## config.mk

```make
export PLATFORM = sky130hd
export DESIGN_NAME = mmac_operand_loader
export DESIGN_NICKNAME = d
export VERILOG_FILES = /design/src/rtl/mmac_pkg.sv /design/src/rtl/mmac_operand_loader.sv
export SDC_FILE = /design/constraint.sdc
export NUM_CORES = 1
export LEC_CHECK = 0
export BUFFER_PORTS_ARGS = -buffer_cell sky130_fd_sc_hd__buf_4
export CAP_MARGIN = 15
export CORE_MARGIN = 3
export CORE_UTILIZATION = 45
export CTS_CLUSTER_SIZE = 8
export DETAILED_ROUTE_END_ITERATION = 10
export PLACE_DENSITY = 0.7
export SKIP_CTS_REPAIR_TIMING = 1
export SLEW_MARGIN = 25
export SYNTH_ARGS = -nofsm -noshare
export SYNTH_HDL_FRONTEND = slang
export SYNTH_SLANG_ARGS = --single-unit
```

## constraint.sdc

```tcl
create_clock -name clk -period 10.13 [get_ports clk]
set_input_delay 2.026 -clock clk [delete_from_list [all_inputs] [get_ports clk]]
set_output_delay 2.026 -clock clk [all_outputs]
set_load 0.02 [all_outputs]
```

## src/rtl/mmac_pkg.sv

```systemverilog
// Shared types and packed-operand layout for the matrix MAC unit.
// Loader and MAC both derive element positions from these definitions.
package mmac_pkg;

    localparam int MMAC_ELEM_W = 8;
    localparam int MMAC_DIM    = 4;

    typedef enum logic [1:0] {
        LOAD_A,
        LOAD_B,
        PRESENT
    } mmac_ld_state_e;

    // Element [0][0] sits in the MSBs; row-major toward the LSBs.
    function automatic int mmac_elem_lsb(input int r, input int c);
        return MMAC_ELEM_W * (MMAC_DIM * MMAC_DIM - 1 - (r * MMAC_DIM + c));
    endfunction

endpackage

```

## src/rtl/mmac_operand_loader.sv

```systemverilog
// Byte-serial operand loader for the matrix MAC unit.
// Assembles A then B from one element stream and presents them packed.
module mmac_operand_loader
    import mmac_pkg::*;
#(
    parameter int ELEM_W = MMAC_ELEM_W,
    parameter int DIM    = MMAC_DIM,
    parameter int ERRC_W = 8
) (
    input  logic                      clk,
    input  logic                      rst,
    input  logic                      clear,
    input  logic                      s_valid,
    output logic                      s_ready,
    input  logic [ELEM_W-1:0]         s_data,
    input  logic                      s_last,
    output logic                      m_valid,
    input  logic                      m_ready,
    output logic [DIM*DIM*ELEM_W-1:0] m_matrix_a,
    output logic [DIM*DIM*ELEM_W-1:0] m_matrix_b,
    output logic                      frame_err,
    output logic [ERRC_W-1:0]         err_cnt
);

    localparam int NELEM = DIM * DIM;
    localparam int NBEAT = 2 * NELEM;
    localparam int MAT_W = NELEM * ELEM_W;
    localparam int CNT_W = $clog2(NBEAT);
    localparam int LSB_W = (MAT_W > 1) ? $clog2(MAT_W) : 1;

    localparam logic [CNT_W-1:0] A_END = CNT_W'(NELEM - 1);
    localparam logic [CNT_W-1:0] B_END = CNT_W'(NBEAT - 1);

    mmac_ld_state_e   state;
    mmac_ld_state_e   state_n;
    logic [CNT_W-1:0] cnt;
    logic [CNT_W-1:0] cnt_n;
    logic             accept;
    logic             err_now;
    logic             wr_a;
    logic             wr_b;
    int               wr_idx;
    logic [LSB_W-1:0] wr_lsb;
    logic [MAT_W-1:0] mat_a;
    logic [MAT_W-1:0] mat_b;

    assign accept = s_valid && s_ready;

    // s_ready is registered from the next state so it is low straight out of reset.
    always_ff @(posedge clk or posedge rst) begin
        if (rst) begin
            state   <= LOAD_A;
            cnt     <= '0;
            s_ready <= 1'b0;
        end else begin
            state   <= state_n;
            cnt     <= cnt_n;
            s_ready <= (state_n != PRESENT);
        end
    end

    always_comb begin
        state_n = state;
        cnt_n   = cnt;
        err_now = 1'b0;
        if (clear) begin
            state_n = LOAD_A;
            cnt_n   = '0;
        end else begin
            unique case (state)
                LOAD_A: begin
                    if (accept) begin
                        if (s_last) begin
                            err_now = 1'b1;
                            cnt_n   = '0;
                        end else begin
                            cnt_n = cnt + 1'b1;
                            if (cnt == A_END) begin
                                state_n = LOAD_B;
                            end
                        end
                    end
                end
                LOAD_B: begin
                    if (accept) begin
                        if (cnt == B_END) begin
                            cnt_n = '0;
                            if (s_last) begin
                                state_n = PRESENT;
                            end else begin
                                state_n = LOAD_A;
                                err_now = 1'b1;
                            end
                        end else if (s_last) begin
                            state_n = LOAD_A;
                            cnt_n   = '0;
                            err_now = 1'b1;
                        end else begin
                            cnt_n = cnt + 1'b1;
                        end
                    end
                end
                PRESENT: begin
                    if (m_ready) begin
                        state_n = LOAD_A;
                    end
                end
                default: begin
                    state_n = LOAD_A;
                    cnt_n   = '0;
                end
            endcase
        end
    end

    always_comb begin
        m_valid    = (state == PRESENT);
        m_matrix_a = mat_a;
        m_matrix_b = mat_b;
        wr_a       = accept && !clear && (state == LOAD_A);
        wr_b       = accept && !clear && (state == LOAD_B);
        wr_idx     = (state == LOAD_B) ? int'(cnt) - NELEM : int'(cnt);
        wr_lsb     = LSB_W'((NELEM - 1 - wr_idx) * ELEM_W);
    end

    always_ff @(posedge clk or posedge rst) begin
        if (rst) begin
            mat_a <= '0;
            mat_b <= '0;
        end else begin
            if (wr_a) begin
                mat_a[wr_lsb +: ELEM_W] <= s_data;
            end
            if (wr_b) begin
                mat_b[wr_lsb +: ELEM_W] <= s_data;
            end
        end
    end

    always_ff @(posedge clk or posedge rst) begin
        if (rst) begin
            frame_err <= 1'b0;
            err_cnt   <= '0;
        end else begin
            frame_err <= err_now;
            if (err_now && (err_cnt != '1)) begin
                err_cnt <= err_cnt + 1'b1;
            end
        end
    end

endmodule

```

Word level (Yosys, flattened, before mapping)
Cells that the tools add are included.
- mux-type cells: 26
- reduce and logical (&&, ||, !) cells: 8
- eq/ne operators: 9
- $add $sub $neg: 5
- shift operators: 2
- operators by type and width (cell ; number):
    $bwmux W128 ; 2
    $shift A8 B9 Y128 const A ; 1
    $shiftx A8 B9 Y128 ; 1
    $mux W5 ; 5
    $mux W2 ; 9
    $pmux W5 S3 ; 1
    $neg A7 Y9 ; 1
    $add A8 B1 Y8 const B ; 1
    $ne A8 B8 Y1 const B ; 1
    $mux W1 ; 6
    $ne A3 B3 Y1 const B ; 2
    $pmux W2 S3 ; 1
    $add A5 B1 Y5 const B ; 1
    $eq A5 B4 Y1 const B ; 1
    $eq A5 B5 Y1 const B ; 1
    $logic_and A1 B1 Y1 ; 5
    $mux W4 ; 1
    $ne A2 B2 Y1 const B ; 2
    $sub A1 B4 Y4 const A ; 1
    $sub A4 B1 Y4 const B ; 1
    $reduce_and A3 Y1 ; 1
    $eq A2 B1 Y1 const B ; 1
    $eq A2 B2 Y1 const B ; 1
    $logic_not A2 Y1 ; 1
    other kinds (2) ; 2
- output and inout port bits: 267
- register bits: 273
- word-level logic and storage cells: 57

Logic depth before layout (Yosys ltp)
Gate-level depths: netlist of run 1.
- word-level depth: 7
- depth in mapped cells: 9
- mapped depth without buffers: 9

Worst setup path before layout of run 1
OpenSTA, ideal clock, no wires.
- kind: input to register
- start: input clear
- end: register mat_b[112], in the netlist m_matrix_b[112]
- buffers on the path: 1
- stages on the path: 5
- library setup time: 0.125 ns
- arrival: 3.415 ns
- setup slack: 6.590 ns
- required time: 10.005 ns
- cells stage by stage: and4bb_2 buf_2 nand4_2 nor3_4 mux2_2
- longest elaborated chain between the ends: 3
- ends and longest elaborated chain (item ; line ; RTL):
    from (decl) ; mmac_operand_loader.sv:12 ; input logic clear,
    $logic_not A1 Y1 ; mmac_operand_loader.sv:121 ; wr_b = accept && !clear && (state == LOAD_B);
    $logic_and A1 B1 Y1 (2 in series) ; mmac_operand_loader.sv:121 ;
    to (signal, indexed assignment) ; mmac_operand_loader.sv:135 ; mat_b[wr_lsb +: ELEM_W] <= s_data;
    to (decl) ; mmac_operand_loader.sv:45 ; logic [MAT_W-1:0] mat_b;
No other way between the ends.
A chain may end at the register's enable or synchronous reset.

Worst setup path after layout of run 1
- start: input clear
- end: register mat_b[4], in the netlist m_matrix_b[4]
The elaborated chain is that of the path after synthesis.

==> metrics, run 1 <==
status=completed; post-route ant nets=0; total vias in the final route=6939; clock share of power=46.8%; antenna violations before repair=0; crit-path max FO=12; CORE AREA=0.0238 mm^2; FMAX=0.273 GHz; Setup TNS Final=0 ps; Unique masters post-synth=49; Die X=162 um; RSZ-0062 raised after global routing=no; HP Class=flip-flop to flip-flop; Post-synth ARST share=100%; GRT Total Usage=21.6%; H-tree Lvls=2; Slew @ Worst Pin=957 ps; CTS Buffer Depth=3; kind of start point of the critical path=input pin; Levels on crit path=5; Final Non-Filler Cells=1323; P_sw=556 uW; fraction of layout cells with a size suffix above 1=60.0%; n_diodes=0; Setup crit end kind=flip-flop; leakage=0.00771 uW; Worst R2R Path Depth=5; hold_ws=502 ps; slowest CP cell=or4_1; count leader, synth=dfrtp_1; post-DP HPWL=19400 um; Top-Level Pins=281; M3 GR Usage=6.89%; main flop type after synthesis=dfrtp_1; final slew viol count=0; maxcap violations=0; Clock transition at path regs=50 ps; layout net count=1023; vias in the first global route=7361; clock tree root driver cell=clkbuf_16; Avg Synthesized Cell Area=15.4 um^2; Total Power=2430 uW; sequential fraction of the synthesis area=62.1%; Final Setup Violations=0; Rows=56; Synth Cell Area=0.0110 mm^2; CP delay by family, top=simple AND/OR/NAND/NOR gates; clock skew=16.3 ps; Placer Congestion=0.763; met2 track demand over resource=35.3%; FF+latch count, synth=273; Crit path arrival time=4040 ps; Hold Violations, Final=0; clock sink count=273; first-pass GRT wire length=44200 um; Worst EP required=10510 ps; combinational share of power=6.4%; met1 Track Usage GR=28.0%; Tcrit/Tclk final=36.2%; CTS buffer count=40; CP Buf/Inv Count=1; drt initial violations=320; GR Overflow Total=0; PwrDens=169 mW/mm^2; synthesized netlist cell count=714; global routing's busiest layer=met2; slew margin rel.=36.2%; Cell Int Power=1880 uW; DR pass1 iterations=4; Die Y=162 um; Syn-to-layout area delta=31.1%; worst-path cell chain=buf_4, and4bb_2, nand2_2, or4_1, mux2_4; number of synthesis warnings=0; Initial Util=46.3%; ranking of synthesized cells by area=dfrtp_1, mux2_2, mux2_4, and2_1, nor4b_4; share of power burned in registers=46.8%; post-synth top area share=62.1%; CP Class=input pin to flip-flop; Switching Share=22.9%; final instance area=0.0144 mm^2; synthesized net count=734; port bufs=280; detailed-route wire length=28800 um; DRC Markers=0; Placed Cells=1280; largest net degree at the start of global routing=170; post-synth top area cell=dfrtp_1; fill count=1906; Hold Crit Depth=1; post-DR vias/cell=5.24; Post-synth EDFFs=0; worst vdd ir=0.151 mV; Placed Area=0.0134 mm^2; insertion delay to the later sink of the worst-skew pair=500 ps; crit path time final=3660 ps; DIE AREA=0.0263 mm^2; CP peak stage delay=810 ps; wire length per cell=21.7 um; top post-synthesis cells by count=dfrtp_1, mux2_2, clkbuf_1; TritonCTS clock tree=yes
-- routing by layer --
layer,wire length (um),vias up
li1,-,3112
met2,13800,249
met3,2490,37
met4,520,0
met5,0,-
met1,11900,3541
-- cells in the final DEF (no fill, tap or decap), types with 2 or more instances in the layout --
cell,synthesis,layout
nor3_1,5,5
mux2_2,249,249
a32o_1,2,2
and3b_1,2,2
nor4_1,4,4
mux2_4,8,8
nor2b_1,5,5
buf_4,1,280
and2_1,17,17
nor4_4,2,2
inv_1,9,8
nor2_1,6,6
and3_1,8,8
o21ai_0,3,3
nand4_2,2,2
a22o_1,2,2
a21oi_1,2,2
xor2_1,9,9
nor4b_4,4,4
o21bai_1,2,2
nand2b_1,4,4
nand4_1,4,4
nor3_2,3,3
nand2_1,16,16
clkbuf_16,0,41
nand3_1,8,8
ha_1,6,6
and4_1,2,2
dfrtp_1,273,273
nor2_2,5,5
-- cell type report --
type	instances	area [um^2]	share of cell area [%]
tap	319	399	2.77
clock inverter	1	8.76	0.0608
multi-input combinational	398	3980	27.6
sequential	273	6830	47.4
clock buffer	42	1030	7.14
inverter	9	41.3	0.286
timing repair buffer	281	2120	14.7
-- flip-flops by register name, indices dropped and copies added (netlist names) --
name        flops
cnt             5
err_cnt         8
frame_err       1
m_matrix_a    128
m_matrix_b    128
s_ready         1
state           2
-- per-stage QoR --
stage	util, %	setup WS [ps]
2_1_floorplan	-	580
3_3_place_gp	56.3	6030
3_5_place_dp	56.3	5980
4_1_cts	60.7	6490
5_1_grt	60.7	6380
6_report	60.7	6470
-- power by group through the flow --
stage                     Sequential [uW]  Clock [uW]  Combinational [uW]
after global routing                 1140        1210                 169
after floorplan                      1180           0                61.7
after global placement               1160           0                 156
after detailed placement             1160           0                 159
final                                1140        1140                 156
after CTS                            1140        1160                 159
-- kinds of logic (layout without fill, tap and decap cells) --
group | Yosys count | in the layout | share of synthesized area, %
xor gates and xnor gates | 10 | 10 | 0.797
DFF | 273 | 273 | 62.1
adders and majority gates | 6 | 6 | 0.683
and+or+nand+nor | 105 | 105 | 6.78
AOI/OAI and AO/OA | 19 | 19 | 1.26
muxes | 258 | 258 | 26.7
buffers and inverters | 43 | 333 | 1.66
-- worst paths after layout --
kind	endpoint	startpoint	slack [ps]
max in group asynchronous	m_matrix_b[39]	rst	7080
min in group asynchronous	frame_err	rst	1640
setup reg to reg	m_matrix_b[91]	cnt[0]	6950
setup / recovery	m_matrix_b[4]	clear	6470
hold / removal	m_matrix_a[86]	m_matrix_a[86]	500
hold reg to reg	m_matrix_a[86]	m_matrix_a[86]	500
(Power assumes the default switching activity.)
==> run 2: changes to the inputs <==
==> constraint.sdc (replaced) <==
create_clock -name clk -period 3.1 [get_ports clk]
set_input_delay 0.62 -clock clk [delete_from_list [all_inputs] [get_ports clk]]
set_output_delay 0.62 -clock clk [all_outputs]
set_load 0.02 [all_outputs]
==> run 2 against run 1 <==
Net effect:
- power grew to 3.3 times the previous value
- clock skew shrank 4.9 ps
- global-route usage grew 0.41 points
- worst hold slack lost 200 ps
- final area grew 0.74%
- register-to-register slack lost 6600 ps
- count of clock-buffer cells in the layout is the same
- sequential cell count is the same
- die area is the same
- clock power grew to 3.3 times the previous value
- worst setup slack lost 6100 ps
- sequential share of layout area shrank 0.35 points
- critical endpoint is now err_cnt[1]
==> metrics, run 2 (synthesis results as in run 1) <==
layout net count=1034 (+1.1%); CORE AREA=0.0238 mm^2 (unchanged); RSZ-0062 raised after global routing=no; Switching Share=22.7% (-0.14 points); share of power burned in registers=46.9% (about the same); port bufs=280 (unchanged); DIE AREA=0.0263 mm^2 (unchanged); Clock transition at path regs=50 ps (about the same); Rows=56 (unchanged); combinational share of power=6.5% (about the same); CTS Buffer Depth=3 (unchanged); H-tree Lvls=2 (unchanged); Crit path arrival time=3110 ps (-930 ps); post-DR vias/cell=5.26 (+0.33%); detailed-route wire length=29000 um (+0.96%); Top-Level Pins=281 (unchanged); drt initial violations=282 (-12%); crit-path max FO=12 (unchanged); P_sw=1800 uW (+220%); maxcap violations=0 (unchanged); Tcrit/Tclk final=88.4%; kind of start point of the critical path=flip-flop; insertion delay to the later sink of the worst-skew pair=500 ps (about the same); status=completed; HP Class=input pin to asynchronous set/reset pin; Placer Congestion=0.810 (+6.1%); fraction of layout cells with a size suffix above 1=60.5% (+0.53 points); final slew viol count=0 (unchanged); Initial Util=46.3% (unchanged); CP Class=flip-flop to flip-flop; Die Y=162 um (unchanged); clock share of power=46.7% (about the same); PwrDens=547 mW/mm^2 (+220%); Total Power=7940 uW (+230%); Syn-to-layout area delta=32.1%; crit path time final=2740 ps; slew margin rel.=51.0% (+15 points); post-route ant nets=0 (unchanged); antenna violations before repair=0 (unchanged); Cell Int Power=6140 uW (+230%); Setup TNS Final=0 ps (unchanged); total vias in the final route=7020 (+1.2%); Slew @ Worst Pin=735 ps (-223 ps); first-pass GRT wire length=44700 um (+0.97%); DR pass1 iterations=4 (unchanged); DRC Markers=0 (unchanged); n_diodes=0 (unchanged); final instance area=0.0145 mm^2 (+0.74%); GR Overflow Total=0 (unchanged); Placed Area=0.0135 mm^2 (+0.78%); most frequent cells in the layout=buf_4, dfrtp_1, mux2_2; FMAX=0.365 GHz; Setup crit end kind=flip-flop; commonest non-fill, non-tap cell in the layout=buf_4; Final Setup Violations=0 (unchanged); Worst EP required=3470 ps (-7040 ps); clock sink count=273 (unchanged); leakage=0.00778 uW (+0.81%); GRT Total Usage=22.0% (+0.41 points); Hold Violations, Final=0 (unchanged); clock skew=11.4 ps (-4.94 ps); vias in the first global route=7484 (+1.7%); worst vdd ir=0.371 mV (+150%); wire length per cell=21.8 um (+0.12%); TritonCTS clock tree=yes; Die X=162 um (unchanged); CTS buffer count=40 (unchanged); post-DP HPWL=19800 um (+2.2%); clock tree root driver cell=clkbuf_16; largest net degree at the start of global routing=92 (-46%)
run 2: changes by cell type in the layout (fill, tap and decap cells not counted):
| cell | previous run | this run |
|---|---|---|
| buf_4 | 280 | 289 |
| buf_12 | 1 | 3 |
| clkinvlp_4 | 0 | 1 |
| inv_8 | 1 | 0 |
| nor2_1 | 6 | 5 |
| nor2_2 | 5 | 6 |
run 2: metal layers:
layer	up-vias	global-route usage [%]	share of wire (%)
li1	3116	-	-
met1	3618	28.1	41
met2	237	36.5	49
met3	49	6.55	8.0
met4	0	6.13	2.5
met5	-	0	0
run 2: final cells by class:
class | count | area [um^2]
inverter | 9 | 37.5
clock buffer | 42 | 1030
sequential | 273 | 6830
clock inverter | 1 | 8.76
fill | 1903 | 9230
timing repair buffer | 292 | 2230
tap | 319 | 399
multi-input combinational | 398 | 3990
run 2: worst max-delay path, stage by stage, from the launching register on:
cell and delay [ps]:
dfrtp_1 560, ha_1 340, and2_1 220, nand2_1 130, inv_1 130, ha_1 200, a21boi_0 90, o21ai_1 490
nor2_1 150, mux2_2 300
run 2: power by group through the flow:
| stage | logic, uW | clock network (uW) | registers (uW) |
|---|---|---|---|
| after floorplan | 202 | 0 | 3850 |
| after global placement | 515 | 0 | 3780 |
| after detailed placement | 521 | 0 | 3780 |
| after CTS | 523 | 3810 | 3720 |
| after global routing | 559 | 3960 | 3730 |
| final | 512 | 3710 | 3720 |
run 2: per-stage QoR:
| step | hold WS (ps) | std cells | util, % | setup WS, ps |
|---|---|---|---|---|
| global route | 304 | 1334 | 61.1 | 88.6 |
| detailed placement | 485 | 1291 | 56.8 | 389 |
| floorplan | 464 | 714 | - | -1130 |
| CTS | 295 | 1334 | 61.1 | 376 |
| finish | 299 | 1334 | 61.1 | 361 |
| global placement | 477 | 1291 | 56.8 | 492 |
run 2: path summary, 6_finish.rpt:
check                           slack (ps)              to  startpoint  cells after the start
worst min register to register         490      err_cnt[5]  err_cnt[5]                      1
worst max register to register         360      err_cnt[1]      cnt[0]                      9
max in group asynchronous             2340  m_matrix_a[59]         rst                      3
min in group clk                       320        state[0]       clear                      2
worst max-delay path                   360      err_cnt[1]      cnt[0]                      9
worst min-delay path                   300      err_cnt[2]         rst                      3
==> run 3: changes to the inputs <==
==> constraint.sdc (replaced) <==
create_clock -name clk -period 3.1 [get_ports clk]
set_input_delay 0.31 -clock clk [delete_from_list [all_inputs] [get_ports clk]]
set_output_delay 0.31 -clock clk [all_outputs]
set_load 0.02 [all_outputs]
==> run 3 against run 2 <==
Net effect:
- the flow now finishes with violations (negative hold slack)
- routed wire length up 0.41%
- first-iteration DRC count up 2.5%
- final area up 0.17%
- global-route usage about the same
- combinational power up 3%
- sequential cell count unchanged
- critical endpoint is now err_cnt[6]
- largest cell class unchanged
==> metrics, run 3 (synthesis results as in run 1) <==
H-tree Lvls=2 (unchanged); Setup crit end kind=flip-flop; Hold Violations, Final=31 (+31); Worst R2R Path Depth=10 (+1); GRT Total Usage=22.0% (+0.030 points); clock skew=13.6 ps (+2.21 ps); CORE AREA=0.0238 mm^2 (unchanged); insertion delay to the later sink of the worst-skew pair=510 ps (about the same); port bufs=280 (unchanged); Crit path arrival time=3040 ps (-70 ps); slew margin rel.=44.5% (-6.5 points); post-DP HPWL=19800 um (+0.24%); Tcrit/Tclk final=85.5% (-2.9 points); Syn-to-layout area delta=32.3%; first-pass GRT wire length=44900 um (+0.57%); drt initial violations=289 (+2.5%); clock sink count=273 (unchanged); Worst EP required=3490 ps (+20 ps); Clock transition at path regs=50 ps (about the same); CTS buffer count=40 (unchanged); final slew viol count=0 (unchanged); largest net degree at the start of global routing=84 (-8.7%); most frequent cells in the layout=buf_4, dfrtp_1, mux2_2; Setup TNS Final=0 ps (unchanged); hold_ws=-27.6 ps (-326 ps); Die Y=162 um (unchanged); Total Power=7970 uW (+0.37%); leakage=0.00779 uW (+0.18%); commonest non-fill, non-tap cell in the layout=buf_4; Placer Congestion=0.802 (-0.94%); FMAX=0.377 GHz (+3.4%); Rows=56 (unchanged); Final Non-Filler Cells=1338 (+0.30%); Final Setup Violations=0 (unchanged); HP Class=input pin to asynchronous set/reset pin; post-DR vias/cell=5.20 (-1.1%); DIE AREA=0.0263 mm^2 (unchanged); Initial Util=46.3% (unchanged); detailed-route wire length=29200 um (+0.41%); fraction of layout cells with a size suffix above 1=60.6% (+0.12 points); DRC Markers=0 (unchanged); layout net count=1037 (+0.29%); clock tree root driver cell=clkbuf_16; GR Overflow Total=0 (unchanged); TritonCTS clock tree=yes; PwrDens=548 mW/mm^2 (+0.19%); CP Class=flip-flop to flip-flop; crit path time final=2650 ps (-89.7 ps); core occupancy in the finished layout=61.2% (+0.11 points); wire length per cell=21.8 um (+0.11%); Die X=162 um (unchanged); Top-Level Pins=281 (unchanged); Placed Cells=1294 (+0.23%); Slew @ Worst Pin=831 ps (+96.5 ps); total vias in the final route=6964 (-0.80%); post-route ant nets=0 (unchanged); worst vdd ir=0.317 mV (-15%); CTS Buffer Depth=3 (unchanged); kind of start point of the critical path=flip-flop; maxcap violations=0 (unchanged); status=finished, violations left; failing checks=negative hold slack; DR pass1 iterations=4 (unchanged); RSZ-0062 raised after global routing=no; crit-path max FO=12 (unchanged); vias in the first global route=7405 (-1.1%); antenna violations before repair=0 (unchanged)
-- run 3: changes by cell type in the layout (fill, tap and decap cells not counted), sizes merged --
cell,before,now
diode,0,1
buf,292,295
-- run 3: power by group --
group	switching, uW	internal (uW)
Clock	1420	2310
Combinational	338	189
Sequential	73.9	3640
-- run 3: routing by layer --
metal	routed length (um)	part of all wire, %	GRT usage (%)	up-vias
li1	-	-	-	3120
met1	12300	42	28.9	3588
met2	14000	48	35.7	221
met3	2370	8.1	6.94	35
met4	530	1.8	5.51	0
met5	0	0	0	-
-- run 3: worst paths after layout --
| path | startpoint | to | slack, ps |
|---|---|---|---|
| worst max-delay path | cnt[0] | err_cnt[6] | 450 |
| min in group clk | clear | state[0] | 0 |
| max in group asynchronous | rst | m_matrix_b[32] | 2240 |
| worst min register to register | m_matrix_a[91] | m_matrix_a[91] | 500 |
| worst min-delay path | rst | err_cnt[7] | -30 |
| worst max register to register | cnt[0] | err_cnt[6] | 450 |
-- run 3: final cells by class --
| class | count | area (um^2) |
|---|---|---|
| inverters | 9 | 37.5 |
| diodes | 1 | 2.50 |
| flip-flops and latches | 273 | 6830 |
| fillers | 1864 | 9210 |
| well taps | 319 | 399 |
| clock inverters | 1 | 8.76 |
| clock buffers | 42 | 1030 |
| repair buffers | 295 | 2250 |
| multi-input cells | 398 | 3990 |
-- run 3: metrics by stage --
stage / instance area [um^2] / setup slack, ps
2_1_floorplan: 11000 / -819
3_3_place_gp: 13500 / 502
3_5_place_dp: 13500 / 448
4_1_cts: 14500 / 427
5_1_grt: 14500 / 227
6_report: 14500 / 450
-- run 3: critical path, cell delays in order (launching register included) --
cell	delay (ps)
dfrtp_1	560
ha_1	350
and2_1	230
nand2_1	140
inv_1	140
ha_1	200
and3b_1	160
o21ai_1	50
buf_4	160
nor3_1	180
mux2_2	350
